[config.mk]
export PLATFORM = sky130hd
export DESIGN_NAME = hazard_ctrl_param_flat
export DESIGN_NICKNAME = d
export VERILOG_FILES = /design/src/rtl/hazard_ctrl_param_if.sv /design/src/rtl/hazard_ctrl_param.sv /design/src/flat_wrapper.sv
export SDC_FILE = /design/constraint.sdc
export NUM_CORES = 1
export LEC_CHECK = 0
export ABC_AREA = 1
export CORE_AREA = 5 5 96 53
export CTS_BUF_LIST = sky130_fd_sc_hd__clkbuf_4
export DETAILED_ROUTE_END_ITERATION = 8
export DIE_AREA = 0 0 101 58
export GPL_ROUTABILITY_DRIVEN = 0
export PLACE_DENSITY = 0.81
export SYNTH_ARGS = -nofsm -noshare
export SYNTH_HDL_FRONTEND = slang
export SYNTH_SLANG_ARGS = --single-unit
[constraint.sdc]
create_clock -name clk -period 1.7 [get_ports clk]
set_input_delay 0.17 -clock clk [delete_from_list [all_inputs] [get_ports clk]]
set_output_delay 0.17 -clock clk [all_outputs]
set_load 0.005 [all_outputs]
[src/rtl/hazard_ctrl_param_if.sv]
// hazard_ctrl_param_if: pipeline hazard-unit signal bundle between datapath and hazard controller
interface hazard_ctrl_param_if #(
    parameter int AW   = 4,
    parameter int NSRC = 2,
    parameter int CW   = 16
);
    logic [NSRC*AW-1:0] i_ra_id;
    logic [AW-1:0]      i_wa_ex;
    logic [AW-1:0]      i_wa_mem;
    logic [AW-1:0]      i_wa_wb;
    logic               i_regwrite_e;
    logic               i_regwrite_m;
    logic               i_regwrite_w;
    logic               i_memtoreg_e;
    logic               i_branch_e;
    logic               i_mem_busy;
    logic               i_cnt_clr;
    logic [2*NSRC-1:0]  o_fwd;
    logic               o_stall_f;
    logic               o_stall_d;
    logic               o_stall_e;
    logic               o_flush_d;
    logic               o_flush_e;
    logic [1:0]         o_state;
    logic [CW-1:0]      o_stall_cnt;

    modport master (
        output i_ra_id, i_wa_ex, i_wa_mem, i_wa_wb,
        output i_regwrite_e, i_regwrite_m, i_regwrite_w,
        output i_memtoreg_e, i_branch_e, i_mem_busy, i_cnt_clr,
        input  o_fwd, o_stall_f, o_stall_d, o_stall_e,
        input  o_flush_d, o_flush_e, o_state, o_stall_cnt
    );

    modport slave (
        input  i_ra_id, i_wa_ex, i_wa_mem, i_wa_wb,
        input  i_regwrite_e, i_regwrite_m, i_regwrite_w,
        input  i_memtoreg_e, i_branch_e, i_mem_busy, i_cnt_clr,
        output o_fwd, o_stall_f, o_stall_d, o_stall_e,
        output o_flush_d, o_flush_e, o_state, o_stall_cnt
    );
endinterface

[src/rtl/hazard_ctrl_param.sv]
// hazard_ctrl_param: forwarding select, load-use/memory-wait stalls and branch flush control
module hazard_ctrl_param #(
    parameter int AW        = 4,
    parameter int NSRC      = 2,
    parameter int FLUSH_CYC = 1,
    parameter int CW        = 16,
    parameter int ZERO_REG  = 0
) (
    input logic               clk,
    input logic               rst_n,
    hazard_ctrl_param_if.slave bus
);
    typedef enum logic [1:0] {
        RUN     = 2'b00,
        LDSTALL = 2'b01,
        MEMWAIT = 2'b10,
        FLUSH   = 2'b11
    } state_t;

    localparam logic [3:0] FLUSH_LD = 4'(FLUSH_CYC);

    state_t            state_q, state_d;
    logic [3:0]        fcnt_q, fcnt_d;
    logic [2*NSRC-1:0] fwd_q, fwd_d;
    logic [CW-1:0]     cnt_q, cnt_d;
    logic              load_use;
    logic              stall_f, stall_d, stall_e, flush_d, flush_e;

    function automatic logic hit(input logic [AW-1:0] ra, input logic [AW-1:0] wa, input logic we);
        return we && (ra == wa) && !(ZERO_REG != 0 && ra == '0);
    endfunction

    // Control outputs are a pure decode of the registered state
    assign stall_f = (state_q == LDSTALL) || (state_q == MEMWAIT);
    assign stall_d = stall_f;
    assign stall_e = (state_q == MEMWAIT);
    assign flush_d = (state_q == FLUSH);
    assign flush_e = (state_q == FLUSH) || (state_q == LDSTALL);

    // Load-use: any ID source produced by a load still in EX
    always_comb begin
        load_use = 1'b0;
        for (int k = 0; k < NSRC; k++)
            load_use = load_use | hit(bus.i_ra_id[k*AW +: AW], bus.i_wa_ex, bus.i_regwrite_e);
        load_use = load_use & bus.i_memtoreg_e;
    end

    // Forward select: held while ID is stalled (its operands still need it), cleared on EX bubble, else MEM beats WB
    always_comb begin
        fwd_d = fwd_q;
        if (!stall_d && flush_e)
            fwd_d = '0;
        else if (!stall_d)
            for (int k = 0; k < NSRC; k++)
                fwd_d[2*k +: 2] = hit(bus.i_ra_id[k*AW +: AW], bus.i_wa_mem, bus.i_regwrite_m) ? 2'b01 :
                                  hit(bus.i_ra_id[k*AW +: AW], bus.i_wa_wb,  bus.i_regwrite_w) ? 2'b10 : 2'b00;
    end

    // Next state; LDSTALL lasts one cycle and then applies the RUN priorities directly
    always_comb begin
        state_d = state_q;
        fcnt_d  = fcnt_q;
        case (state_q)
            MEMWAIT: state_d = bus.i_mem_busy ? MEMWAIT : RUN;
            FLUSH: begin
                if (bus.i_branch_e)
                    fcnt_d = FLUSH_LD;
                else if (fcnt_q <= 4'd1) begin
                    state_d = RUN;
                    fcnt_d  = '0;
                end else
                    fcnt_d = fcnt_q - 4'd1;
            end
            default: begin
                if (bus.i_branch_e) begin
                    state_d = FLUSH;
                    fcnt_d  = FLUSH_LD;
                end else if (bus.i_mem_busy)
                    state_d = MEMWAIT;
                else if (load_use)
                    state_d = LDSTALL;
                else
                    state_d = RUN;
            end
        endcase
    end

    // Saturating stall-cycle counter; clear beats increment
    always_comb begin
        cnt_d = bus.i_cnt_clr ? '0 :
                ((stall_f || stall_d || stall_e) && cnt_q != '1) ? cnt_q + CW'(1) : cnt_q;
    end

    // State registers with asynchronous active-low reset
    always_ff @(posedge clk or negedge rst_n) begin
        if (!rst_n) begin
            state_q <= RUN;
            fcnt_q  <= '0;
            fwd_q   <= '0;
            cnt_q   <= '0;
        end else begin
            state_q <= state_d;
            fcnt_q  <= fcnt_d;
            fwd_q   <= fwd_d;
            cnt_q   <= cnt_d;
        end
    end

    assign bus.o_fwd       = fwd_q;
    assign bus.o_stall_f   = stall_f;
    assign bus.o_stall_d   = stall_d;
    assign bus.o_stall_e   = stall_e;
    assign bus.o_flush_d   = flush_d;
    assign bus.o_flush_e   = flush_e;
    assign bus.o_state     = state_q;
    assign bus.o_stall_cnt = cnt_q;
endmodule

[src/flat_wrapper.sv]
// flat-port wrapper written by rule: the top's interface ports become plain ports
module hazard_ctrl_param_flat 
#(
    parameter int AW        = 4,
    parameter int NSRC      = 2,
    parameter int FLUSH_CYC = 1,
    parameter int CW        = 16,
    parameter int ZERO_REG  = 0
)
  (clk, rst_n, bus_i_ra_id, bus_i_wa_ex, bus_i_wa_mem, bus_i_wa_wb, bus_i_regwrite_e, bus_i_regwrite_m, bus_i_regwrite_w, bus_i_memtoreg_e, bus_i_branch_e, bus_i_mem_busy, bus_i_cnt_clr, bus_o_fwd, bus_o_stall_f, bus_o_stall_d, bus_o_stall_e, bus_o_flush_d, bus_o_flush_e, bus_o_state, bus_o_stall_cnt);
  hazard_ctrl_param_if #(.AW(AW), .NSRC(NSRC), .CW(CW)) bus_i ();
  input logic clk;
  input logic rst_n;
  input wire logic [$bits(bus_i.i_ra_id)-1:0] bus_i_ra_id;
  input wire logic [$bits(bus_i.i_wa_ex)-1:0] bus_i_wa_ex;
  input wire logic [$bits(bus_i.i_wa_mem)-1:0] bus_i_wa_mem;
  input wire logic [$bits(bus_i.i_wa_wb)-1:0] bus_i_wa_wb;
  input wire logic [$bits(bus_i.i_regwrite_e)-1:0] bus_i_regwrite_e;
  input wire logic [$bits(bus_i.i_regwrite_m)-1:0] bus_i_regwrite_m;
  input wire logic [$bits(bus_i.i_regwrite_w)-1:0] bus_i_regwrite_w;
  input wire logic [$bits(bus_i.i_memtoreg_e)-1:0] bus_i_memtoreg_e;
  input wire logic [$bits(bus_i.i_branch_e)-1:0] bus_i_branch_e;
  input wire logic [$bits(bus_i.i_mem_busy)-1:0] bus_i_mem_busy;
  input wire logic [$bits(bus_i.i_cnt_clr)-1:0] bus_i_cnt_clr;
  output wire logic [$bits(bus_i.o_fwd)-1:0] bus_o_fwd;
  output wire logic [$bits(bus_i.o_stall_f)-1:0] bus_o_stall_f;
  output wire logic [$bits(bus_i.o_stall_d)-1:0] bus_o_stall_d;
  output wire logic [$bits(bus_i.o_stall_e)-1:0] bus_o_stall_e;
  output wire logic [$bits(bus_i.o_flush_d)-1:0] bus_o_flush_d;
  output wire logic [$bits(bus_i.o_flush_e)-1:0] bus_o_flush_e;
  output wire logic [$bits(bus_i.o_state)-1:0] bus_o_state;
  output wire logic [$bits(bus_i.o_stall_cnt)-1:0] bus_o_stall_cnt;
  assign bus_i.i_ra_id = bus_i_ra_id;
  assign bus_i.i_wa_ex = bus_i_wa_ex;
  assign bus_i.i_wa_mem = bus_i_wa_mem;
  assign bus_i.i_wa_wb = bus_i_wa_wb;
  assign bus_i.i_regwrite_e = bus_i_regwrite_e;
  assign bus_i.i_regwrite_m = bus_i_regwrite_m;
  assign bus_i.i_regwrite_w = bus_i_regwrite_w;
  assign bus_i.i_memtoreg_e = bus_i_memtoreg_e;
  assign bus_i.i_branch_e = bus_i_branch_e;
  assign bus_i.i_mem_busy = bus_i_mem_busy;
  assign bus_i.i_cnt_clr = bus_i_cnt_clr;
  assign bus_o_fwd = bus_i.o_fwd;
  assign bus_o_stall_f = bus_i.o_stall_f;
  assign bus_o_stall_d = bus_i.o_stall_d;
  assign bus_o_stall_e = bus_i.o_stall_e;
  assign bus_o_flush_d = bus_i.o_flush_d;
  assign bus_o_flush_e = bus_i.o_flush_e;
  assign bus_o_state = bus_i.o_state;
  assign bus_o_stall_cnt = bus_i.o_stall_cnt;
  hazard_ctrl_param #(.AW(AW), .NSRC(NSRC), .FLUSH_CYC(FLUSH_CYC), .CW(CW), .ZERO_REG(ZERO_REG)) u_core (.clk(clk), .rst_n(rst_n), .bus(bus_i));
endmodule
# == Word-level counts from Yosys, hierarchy flattened ==
# Index checks and enable logic that the tools add are counted.
# totals
ff_bits,26
input_bits,29
output_inout_bits,27
wordCells,58
# classes
n_addsub,2
n_lt_le_gt_ge,1
eq_ne,13
n_mux,19
bitwise_logic,3
reduce_logical,16
# ops
operator,count
16-bit two-way mux,2
4-bit == test,6
4-bit two-way mux,5
2-bit two-way mux,9
"16-bit by 1-bit adder with 16-bit output, second input constant",1
"16-bit != test, second input constant",1
1-bit logical AND,8
4-bit case mux with 2 select lines,1
"2-bit == test, second input constant",2
"4-bit by 1-bit less-or-equal comparator with 1-bit output, second input constant",1
"2-bit != test, second input constant",2
2-bit case mux with 2 select lines,1
2-bit AND reduction,2
2-bit nonzero test,2
"4-bit by 1-bit subtractor with 4-bit output, second input constant",1
1-bit logical OR,3
"2-bit by 1-bit == test with 1-bit output, second input constant",1
"2-bit by 1-bit != test with 1-bit output, second input constant",1
1-bit bitwise AND,1
1-bit logical NOT,1
1-bit two-way mux,1
1-bit NOT,1
1-bit OR,1

# == Depth between registers and ports, before layout ==
# depth
ltp_word,8
depth_mapped,10

# == Least setup slack after synthesis ==
# OpenSTA, ideal clock, no wires.
# synth_path
kind,register to register
start,"register u_core.cnt_q[0], in the netlist u_core.bus.o_stall_cnt[0]"
end,"register u_core.cnt_q[2], in the netlist u_core.bus.o_stall_cnt[2]"
setup_time_ns,0.119
arrival_ns,1.424
required_ns,1.581
slack_ns,0.157
stages_incl_launch_ff,10
path_buffers,1
cell_sequence,dfrtp_1 -> ha_1 -> nand2_2 -> nor2_2 -> nand2_2 -> nor2_4 -> nor2_4 -> buf_6 -> nand4_1 -> o21ai_2
# synth_between
elab_chain_cells,3
elab_cells_between_ends,6
# synth_rtl
item,line_no,source
start: declaration,hazard_ctrl_param.sv:25,"logic [CW-1:0] cnt_q, cnt_d;"
start signal: assignment,hazard_ctrl_param.sv:105,cnt_q <= cnt_d;
16-bit by 1-bit adder with 16-bit output or 16-bit != test (tied branches),hazard_ctrl_param.sv:91,((stall_f || stall_d || stall_e) && cnt_q != '1) ? cnt_q + CW'(1) : cnt_q;
16-bit two-way mux or 1-bit logical AND (tied branches),hazard_ctrl_param.sv:91,
16-bit two-way mux or 2-bit nonzero test (tied branches),-,
# Parallel ways exist; a longest one is shown, timed or not. The select of a mux whose other input is x is not followed.
# A chain may end at the register's enable or synchronous reset.

# == Worst setup path after layout ==
# layout_path
start,"register u_core.state_q[0], in the netlist u_core.bus.o_state[0]"
end,output bus_o_flush_d
# layout_between
elab_chain_cells,1
# layout_rtl
item,line_no,source
start: declaration,hazard_ctrl_param.sv:22,"state_t state_q, state_d;"
start signal: assignment,hazard_ctrl_param.sv:102,state_q <= state_d;
2-bit == test,hazard_ctrl_param.sv:37,assign flush_d = (state_q == FLUSH);
end: declaration,flat_wrapper.sv:29,output wire logic [$bits(bus_i.o_flush_d)-1:0] bus_o_flush_d;
# Every way passes these cells.

==> qor.log <==
INFO  drt            wl_per_cell=14.29um
INFO  finish         antenna_cells_inserted=0
INFO  worst_setup_path rr_endpoint=u_core.bus.o_stall_cnt[14]$_DFFE_PN0P_
INFO  grt            groute.usage.overall=21.32%
INFO  timing         unrepaired_setup_endpoints_after_global_routing=no
INFO  synthesis      yosys-top-cells-count=nand2_1 (88), inv_1 (40), nor2_1 (27), dfrtp_1 (26), nand3_1 (18)
INFO  timing         finalHoldViolations=0
INFO  synthesis      synth.ff_latch_count=26
INFO  cts            cts.sink_count=26
INFO  worst_hold_path timing.hold.worst.class=in2async
INFO  drt            drc=0
INFO  timing         tightestPinTransition=0.4497ns
INFO  power_and_ir_drop power-per-cell-area=945.4mW/mm^2
INFO  finish         area.growth.synth_to_final=41.67%
INFO  synthesis      synth_nets=322
INFO  run            timing.max_cap.violations=0
INFO  timing         fin_ws=0.05570ns
INFO  synthesis      yosys_warnings=0
INFO  synthesis      count_of_different_cell_masters_after_synthesis=28
INFO  floorplan      dieWidth=101um
INFO  drt            postRouteWirelength=6031um
INFO  synthesis      netlist_area=0.001991sqmm
INFO  floorplan      fp-row-count=17
INFO  worst_setup_path r2r_slack=0.14ns
INFO  placement      place_ws=-0.01716ns
INFO  worst_setup_path critical_path.endpoint_type=output pin
INFO  finish         drive_gt1_share=13.97%
INFO  grt            globalRouteMet1Util=35.46%
INFO  cts            clock_pin_slew_worst_setup_and_hold_paths=0.15ns
INFO  finish         post-route-util=67.30%
INFO  power_and_ir_drop ir_drop=0.5412mV
INFO  timing         report.final.setup_viol=0
INFO  synthesis      synth_enable_flop_cells=0
INFO  timing         final_period_minus_worst_setup_slack=1.644ns
INFO  worst_setup_path worst-setup-path-type=reg2out
INFO  finish         final_nets=401
INFO  worst_setup_path critPathRequiredTime=1.53ns
INFO  grt            first_global_vias=2008
INFO  placement      dpl.hpwl=4938um
INFO  drt            drt_iter0_markers=139
INFO  timing         fin_skew=0.01435ns
INFO  grt            grt_util_met2=28.44%
INFO  timing         maxSlewViolCount=0
INFO  synthesis      synthFlopType=dfrtp_1
INFO  synthesis      synthMostInstantiatedCell=nand2_1
INFO  outcome        outcome=complete, no violations
INFO  worst_setup_path critical-path-max-stage-delay=0.43ns
INFO  grt            first_pass_grt_wire_length=10020um
INFO  floorplan      floorplan.die_area=0.005858sqmm
INFO  cts            clk_path_buf_depth=2
INFO  worst_setup_path cp-start-kind=flip-flop
INFO  synthesis      postSynthAreaPerCell=6.936squm
INFO  drt            postRouteAntennaNets=0
INFO  grt            antenna_found_initial=0
INFO  drt            detailed_routing_iteration_count_for_the_pre_antenna_repair_pass=5
INFO  floorplan      boundaryPins=56
INFO  placement      portBuffers=55
INFO  worst_setup_path timing.critical_path.buf_inv=3
INFO  synthesis      async_flop_share=100.0%
INFO  worst_setup_path r2r.worst_path.cells=9
INFO  worst_setup_path path_cells=buf_6, ha_2, buf_4, dlygate4sd2_1
INFO  worst_setup_path cp_data_arrival_time=1.47ns
INFO  finish         fillCellCount=342
INFO  worst_setup_path critical-path-slowest-cell=dfrtp_1
INFO  timing         worst_slew_margin_rel=69.91%
INFO  timing         finalCritPeriodShare=96.72%
INFO  timing         maxClockFrequency=0.6082GHz
INFO  cts            h-tree-depth=1
INFO  synthesis      postSynthCellCount=287
INFO  synthesis      synthDominantCellAreaShare=32.68%
INFO  cts            clk-insertion-delay-late=0.33ns
INFO  floorplan      start_util=47.51%
INFO  grt            grt_most_used_layer=met1
INFO  cts            cts_made_buffers=3
INFO  synthesis      synthDominantAreaCellType=dfrtp_1
INFO  synthesis      ys_top_cells_by_area=dfrtp_1 (33%), nand2_1 (17%), inv_1 (7.5%), nor2_1 (5.1%), nand4_1 (4.7%)
INFO  floorplan      die-height=58um
INFO  floorplan      floorplan.core_area=0.004190sqmm
INFO  drt            drt-vias-per-instance=5.178
INFO  worst_setup_path critPathTopFamily=buffers and inverters
INFO  drt            vias=2185
INFO  synthesis      synth.yosys.seq_area_share=32.68%
INFO  cts            tritoncts=built
INFO  cts            clockRootBuffer=clkbuf_4
INFO  worst_setup_path critPathMaxFanout=6
INFO  power_and_ir_drop power.leakage=0.001333uW
INFO  grt            grt.met3_usage=4.447%
INFO  worst_setup_path rr_startpoint=u_core.bus.o_stall_cnt[0]$_DFFE_PN0P_
INFO  grt            grt_start_max_net_pins=27
INFO  grt            grt_overflow=0
INFO  cts            cts_hold_repair.buffers=0
==> kinds of logic (layout without fill, tap and decap cells) <==
logic type,count (synthesis),count (layout),synth area share [%]
AOI/OAI and AO/OA,34,34,11.06
xor gates and xnor gates,15,15,6.600
adders and majority gates,6,6,3.771
buffers and inverters,44,122,9.239
DFF,26,26,32.68
and+or+nand+nor,162,162,36.64
==> per-layer routing <==
metal,share of wire [%],vias to the layer above
met3,8.8,2
met1,50,1001
met2,40,103
met4,0.22,0
met5,0,-
li1,-,1079
==> worst reg2reg max path, stage by stage, from the launching register on <==
cell     delay, ns
dfrtp_1       0.38
ha_1          0.21
nand2_2       0.08
nor2_2        0.12
nand2_2       0.09
nor2_4        0.16
nor2_4        0.05
buf_12        0.14
nor2_8        0.13
o21ai_0       0.10
==> layout make-up <==
type	instances	area, sq um	area share [%]
multi-input cells	217	1181	41.88
repair buffers	78	739.5	26.22
flip-flops and latches	26	651.9	23.11
inverters	40	150.1	5.324
well taps	57	71.32	2.529
clock buffers	3	22.52	0.7986
clock inverters	1	3.754	0.1331
==> state kept, by name, summed over array words and instances (netlist names) <==
name	flops
u_core.bus.o_state	2
u_core.fcnt_q	4
u_core.bus.o_fwd	4
u_core.bus.o_stall_cnt	16
==> worst max-delay path by stage <==
| stage | from | to | slack (ns) | cells after the start |
|---|---|---|---|---|
| after floorplan | u_core.bus.o_stall_cnt[0]$_DFFE_PN0P_ | u_core.bus.o_stall_cnt[2]$_DFFE_PN0P_ | 0.16 | 9 |
| after global placement | u_core.bus.o_stall_cnt[0]$_DFFE_PN0P_ | u_core.bus.o_stall_cnt[13]$_DFFE_PN0P_ | 0.02 | 7 |
| after detailed placement | u_core.bus.o_stall_cnt[0]$_DFFE_PN0P_ | u_core.bus.o_stall_cnt[13]$_DFFE_PN0P_ | -0.02 | 7 |
| after CTS | u_core.bus.o_state[0]$_DFFE_PN0P_ | bus_o_flush_d | 0.05 | 4 |
| after global routing | u_core.fcnt_q[0]$_DFFE_PN0P_ | u_core.fcnt_q[2]$_DFFE_PN0P_ | 0.003 | 7 |
| final | u_core.bus.o_state[0]$_DFFE_PN0P_ | bus_o_flush_d | 0.06 | 4 |
==> stage by stage <==
stage | power [uW] | cell area, sq um | hold slack (ns) | instances | setup TNS [ns]
final | 2666 | 2820 | 0.1859 | 422 | 0
after global routing | 2859 | 2820 | 0.2198 | 422 | 0
after CTS | 2604 | 2804 | 0.2045 | 422 | 0
after detailed placement | 2278 | 2749 | 0.4701 | 416 | -0.01716
after global placement | 2260 | 2749 | 0.4659 | 416 | 0
after floorplan | 1566 | 1991 | -0.1256 | 287 | 0
==> where the power goes <==
group          switching [uW]  total, uW  internal, uW
clock                     186        272          86.2
sequential               65.3        759           693
combinational             828       1640           807
==> what timing repair did <==
action / CTS / global route
buffers inserted: 2 / 0
gates resized for setup: 12 / 6
pin swaps: 0 / 1
endpoints found under the setup margin: 8 / 5
==> placed cells by master, fill, tap and decap left out, types with 4 or more instances in the layout <==
cell type	instances
nand2_1	88
clkdlybuf4s50_1	50
inv_1	38
nor2_1	27
dfrtp_1	25
buf_4	21
nand3_1	18
nand4_1	15
xor2_1	9
o21ai_0	8
o21ai_2	7
o22ai_1	6
xnor2_1	6
a21oi_1	5
ha_1	4
Power figures use the tool's default switching activity.
